--- src/rtl/board_pkg.sv ---
// Shared board definitions for the move controller, display and win-check blocks.
package board_pkg;

  localparam int BOARD_ROWS = 8;
  localparam int BOARD_COLS = 8;

  typedef enum logic [1:0] {
    ST_IDLE   = 2'd0,
    ST_DROP   = 2'd1,
    ST_COMMIT = 2'd2,
    ST_DONE   = 2'd3
  } move_state_t;

endpackage

--- src/rtl/move_ctrl_col_select.sv ---
// Column-select decoder: flags a one-hot request and encodes the selected column.
module col_select #(
  parameter int COLS = 8
) (
  input  logic [COLS-1:0]         sw_sync,
  output logic                    any,
  output logic                    vld,
  output logic [$clog2(COLS)-1:0] col
);

  always_comb begin
    any = |sw_sync;
    // Clearing the lowest set bit leaves zero only when exactly one bit was set.
    vld = any && ((sw_sync & (sw_sync - COLS'(1))) == '0);
    col = '0;
    for (int i = 0; i < COLS; i++) begin
      if (sw_sync[i]) col = ($clog2(COLS))'(i);
    end
  end

endmodule

--- src/rtl/move_ctrl.sv ---
// Piece-drop controller: accepts a column request, animates the fall one row per
// drop_tick, commits the piece to the current player's array and alternates turns.
module move_ctrl
  import board_pkg::*;
#(
  parameter int COLS = BOARD_COLS,
  parameter int ROWS = BOARD_ROWS
) (
  input  logic                         clk,
  input  logic                         reset,
  input  logic [COLS-1:0]              sw_sync,
  input  logic                         drop_tick,
  output logic [ROWS-1:0][COLS-1:0]    red_array,
  output logic [ROWS-1:0][COLS-1:0]    green_array,
  output logic [$clog2(ROWS)-1:0]      fall_row,
  output logic [$clog2(COLS)-1:0]      fall_col,
  output logic                         player,
  output logic                         busy,
  output logic                         placed,
  output logic                         reject,
  output logic                         board_full
);

  localparam int RW    = $clog2(ROWS);
  localparam int CW    = $clog2(COLS);
  localparam int HW    = $clog2(ROWS + 1);
  localparam int MW_RQ = $clog2(ROWS * COLS + 1);
  localparam int MW    = (MW_RQ > 7) ? MW_RQ : 7;

  move_state_t     state, state_nxt;
  logic [HW-1:0]   height [COLS];
  logic [MW-1:0]   move_cnt;
  logic [RW-1:0]   target_row;

  logic            sel_any, sel_vld;
  logic [CW-1:0]   sel_col;
  logic            col_full;
  logic            accept, refuse, commit, last_move;

  col_select #(.COLS(COLS)) u_col_select (
    .sw_sync (sw_sync),
    .any     (sel_any),
    .vld     (sel_vld),
    .col     (sel_col)
  );

  assign col_full   = (height[sel_col] == HW'(ROWS));
  assign accept     = (state == ST_IDLE) && sel_vld && !col_full;
  assign refuse     = (state == ST_IDLE) && sel_any && !(sel_vld && !col_full);
  assign commit     = (state == ST_COMMIT);
  assign last_move  = (move_cnt == MW'(ROWS * COLS - 1));
  assign busy       = (state == ST_DROP) || (state == ST_COMMIT);
  assign board_full = (state == ST_DONE);

  always_ff @(posedge clk or posedge reset) begin
    if (reset) state <= ST_IDLE;
    else       state <= state_nxt;
  end

  always_comb begin
    state_nxt = state;
    case (state)
      ST_IDLE:   if (accept) state_nxt = ST_DROP;
      ST_DROP:   if (drop_tick && (fall_row == target_row)) state_nxt = ST_COMMIT;
      ST_COMMIT: state_nxt = last_move ? ST_DONE : ST_IDLE;
      ST_DONE:   state_nxt = ST_DONE;
      default:   state_nxt = ST_IDLE;
    endcase
  end

  // Landing row only matters between accept and commit, so it carries no reset.
  always_ff @(posedge clk) begin
    if (accept) target_row <= RW'(ROWS - 1) - RW'(height[sel_col]);
  end

  always_ff @(posedge clk or posedge reset) begin
    if (reset) begin
      red_array   <= '0;
      green_array <= '0;
      height      <= '{default: '0};
      move_cnt    <= '0;
      player      <= 1'b0;
      fall_row    <= '0;
      fall_col    <= '0;
      placed      <= 1'b0;
      reject      <= 1'b0;
    end else begin
      placed <= commit;
      reject <= refuse;
      if (accept) begin
        fall_col <= sel_col;
        fall_row <= '0;
      end
      if ((state == ST_DROP) && drop_tick && (fall_row < target_row))
        fall_row <= fall_row + RW'(1);
      if (commit) begin
        if (player) green_array[target_row][fall_col] <= 1'b1;
        else        red_array[target_row][fall_col]   <= 1'b1;
        height[fall_col] <= height[fall_col] + HW'(1);
        move_cnt         <= move_cnt + MW'(1);
        player           <= ~player;
      end
    end
  end

endmodule

--- config.mk ---
export PLATFORM = sky130hd
export DESIGN_NAME = move_ctrl
export DESIGN_NICKNAME = d
export VERILOG_FILES = /design/src/rtl/board_pkg.sv /design/src/rtl/move_ctrl_col_select.sv /design/src/rtl/move_ctrl.sv
export SDC_FILE = /design/constraint.sdc
export NUM_CORES = 1
export LEC_CHECK = 0
export ABC_AREA = 1
export ABC_CLOCK_PERIOD_IN_PS = 9000
export CAP_MARGIN = 20
export CORE_UTILIZATION = 52
export DETAILED_ROUTE_END_ITERATION = 12
export PLACE_DENSITY = 0.9
export SETUP_SLACK_MARGIN = 0.5
export SYNTH_ARGS = -nofsm -noshare
export SYNTH_HDL_FRONTEND = slang
export SYNTH_SLANG_ARGS = --single-unit
--- constraint.sdc ---
create_clock -name clk -period 9 [get_ports clk]
set_input_delay 2.25 -clock clk [delete_from_list [all_inputs] [get_ports clk]]
set_output_delay 2.25 -clock clk [all_outputs]
set_load 0.005 [all_outputs]
==> results.toml <==
[logic_synthesis]
yosys.cell_types.count = 43
synth_area_per_cell_um2 = 10.3
yosysSeqAreaShare_pct = 59.6
synth_cells = 742
synth.area.top_cells = "dfrtp_1, o21bai_1, nand2_1, inv_1, nand3_1"
syn_nets = 763
synthArstFlopShare_pct = 98.3
syn_area_um2 = 7620
synth_ff_type = "dfrtp_1"
yosys.area.top_type = "dfrtp_1"
synth-seq-cells = 181
synth_edf_count = 3
yosysTopAreaCellShare_pct = 58.4
yosysWarnings = 0

[routing]
route.detailed.vias_per_inst = 5.69
ant_nets = 0
drt_wl_total_um = 21000
drcViolationCount = 0
drt_iter0_drc = 671
num_vias = 6165
wire_per_inst_um = 19.3
drt_first_pass_iters = 5

[status]
status = "complete, no violations"

[worst_setup_path]
reg2reg_depth = 7
critPathSlowestCell = "clkdlybuf4s50_1"
startpoint = "sw_sync[7]"
cp.arrival_ns = 4.45
cp_common_cell = "nand2_1"
path_max_fanout = 17
critPathRequiredTime_ns = 9.37
start_kind = "primary input"
cp_cell_sequence = "clkdlybuf4s50_1, clkinv_1, nand2_4, nand2_1, nand3_1, nand2_1, nand2_1, nand2_1, nor2_1, nand2_2, nand2_4, nand2_4, nand2_2, nand2_1, nand2_1"
r2r-start = "fall_col[2]"
critPathMaxStageDelay_ns = 0.50
critPathCaptureType = "flop"
worstSetupEndpoint = "state[0]"
path_class = "primary input to flop"
r2r_end = "height[27]"
r2r_slack_ns = 6.45

[floorplanning]
rows = 43
die_x_um = 123
die_y_um = 123
initial_core_util_pct = 54.1
core_region_area_um2 = 14100
die_area_um2 = 15100
pin_count = 150

[clocking]
cts.clk_slew.worst_paths_ns = 0.07
root_buffer = "clkbuf_16"
tritoncts = "yes"
cts.sinks = 181
postCtsHoldBufs = 0
clk_latency_ns = 0.43
h-tree-depth = 4
cts_resized = 0
cts_made_buffers = 17
postCtsSetupBuffers = 0
clk_path_buf_depth = 2

[final_layout]
fin_area_um2 = 9820
diodes = 0
fin_nets = 916
drive_above_1_share_pct = 7.63
area_growth_syn_to_layout_pct = 28.8
fin_cells = 1084

[power_and_ir_drop]
peakVddDrop_mv = 0.160
power_density_nw_per_um2 = 259
p_leak_nw = 4.37

[sta]
finalSetupViolations = 0
timing.final.crit_share_pct = 45.4
worst_slew_margin_rel_pct = 23.3
fmax_mhz = 245
slew_viol_final = 0
fin_crit_ns = 4.09
finalSetupTns_ns = 0
fin_skew_ns = 0.00546
rsz0062_at_grt = "no"
holdWs_ns = 0.472
hold_viol_final = 0
worst-slew-pin-transition_ns = 1.14

[global_route]
grt_pass1_wl_um = 32900
grt_util_all_layers_pct = 29.3
grt_max_degree = 103
grt_antenna_before_repair = 0
grt_pass1_vias = 6191
gr-total-overflow = 0

[placement]
numPortBuffers = 149
dp_hpwl_um = 13800
place_congestion = 0.900
placed_cells = 1055
dpl_cell_area_um2 = 9280

[job]
maxCapViolations = 0

[worst_hold_path]
hold_path_class = "flop to flop"
whs_path_depth = 1
==> stage by stage <==
stage               worst slack (ns)  power (mW)  utilization [%]
floorplan                       1.92        1.47                -
global placement                4.54        1.83             65.9
detailed placement              4.51        1.85             65.9
CTS                             4.95        2.54             69.6
global route                    4.67        2.67             69.6
finish                          4.91        2.54             69.6
==> cells in the mapped netlist (2+ instances only) <==
master    instances
inv_1            63
o21ai_0          32
nand3_2           4
nand2_1         162
nand4_1           2
nor4_1            2
edfxtp_1          3
xor2_1            5
nor3_1            9
a22oi_1           2
dfrtp_1         178
o22ai_1           7
xnor2_1           2
clkbuf_1         16
ha_1             10
nand3_1          42
a21oi_1           2
buf_6             2
nand3b_1          3
o21ai_1           8
clkinv_1          2
o21bai_1        128
nor2_1           22
inv_2             9
a221oi_2          2
nand2_2           4
nor2_2            2
nand2_4           4
==> cells in the final DEF (no fill, tap or decap), drive strengths merged, types with 2 or more instances in the layout <==
cell             n
clkinv           8
nand3b           3
inv             73
clkdlybuf4s50  149
a21oi            3
o22ai            7
o21bai         128
ha              10
nor2            25
buf              5
o21ai           41
dfrtp          178
nand4            2
nor4             3
xor2             6
clkbuf          20
clkinvlp         2
edfxtp           3
a22oi            2
nand2          170
nor3             9
a221oi           3
xnor2            3
nand3           46
==> state kept, by name (all words and copies together), names as in the netlist <==
| register | cells |
|---|---|
| fall_col | 3 |
| fall_row | 3 |
| green_array | 64 |
| height | 32 |
| move_cnt | 7 |
| placed | 1 |
| player | 1 |
| red_array | 64 |
| reject | 1 |
| state | 2 |
| target_row | 3 |
==> area by class of cell <==
type	instances	area, um2
clock buffer	19	443
clock inverter	9	82.6
fill	1015	4280
inverter	75	292
multi-input combinational	465	2690
sequential	181	4540
tap	180	225
timing repair buffer	155	1540
==> worst min-delay path by stage <==
stage,start,end,slack [ns]
2_1_floorplan,move_cnt[5],move_cnt[5],0.44
3_3_place_gp,move_cnt[5],move_cnt[5],0.46
3_5_place_dp,move_cnt[5],move_cnt[5],0.46
4_1_cts,move_cnt[5],move_cnt[5],0.47
5_1_grt,move_cnt[6],move_cnt[6],0.48
6_report,move_cnt[5],move_cnt[5],0.47
==> metal layers <==
| layer | share of wire [%] | global-route usage (%) |
|---|---|---|
| met5 | 0 | 0 |
| met3 | 8.0 | 6.83 |
| met4 | 3.9 | 14.6 |
| met1 | 40 | 38.1 |
| met2 | 48 | 46.1 |
==> report_power, final <==
| part | total, mW | internal, mW | switching, mW | leakage, nW |
|---|---|---|---|---|
| Clock | 0.684 | 0.381 | 0.303 | 0.257 |
| Sequential | 1.08 | 0.966 | 0.116 | 2.46 |
| Combinational | 0.773 | 0.342 | 0.430 | 1.65 |
==> critical path: cells and delay by family <==
| kind | cells | cell delay, ns |
|---|---|---|
| buf+inv | 2 | 0.90 |
| simple gates | 13 | 1.29 |
==> kinds of logic (layout without fill, tap and decap cells) <==
family | count (synthesis) | after routing | share of synthesized area (%)
and+or+nand+nor | 260 | 260 | 15.2
AOI/OAI and AO/OA | 186 | 186 | 17.2
DFF | 181 | 181 | 59.6
buffers and inverters | 96 | 258 | 5.07
adders and majority gates | 10 | 10 | 1.64
xor gates and xnor gates | 9 | 9 | 1.23
No activity file was read; power rests on OpenSTA's default activity.
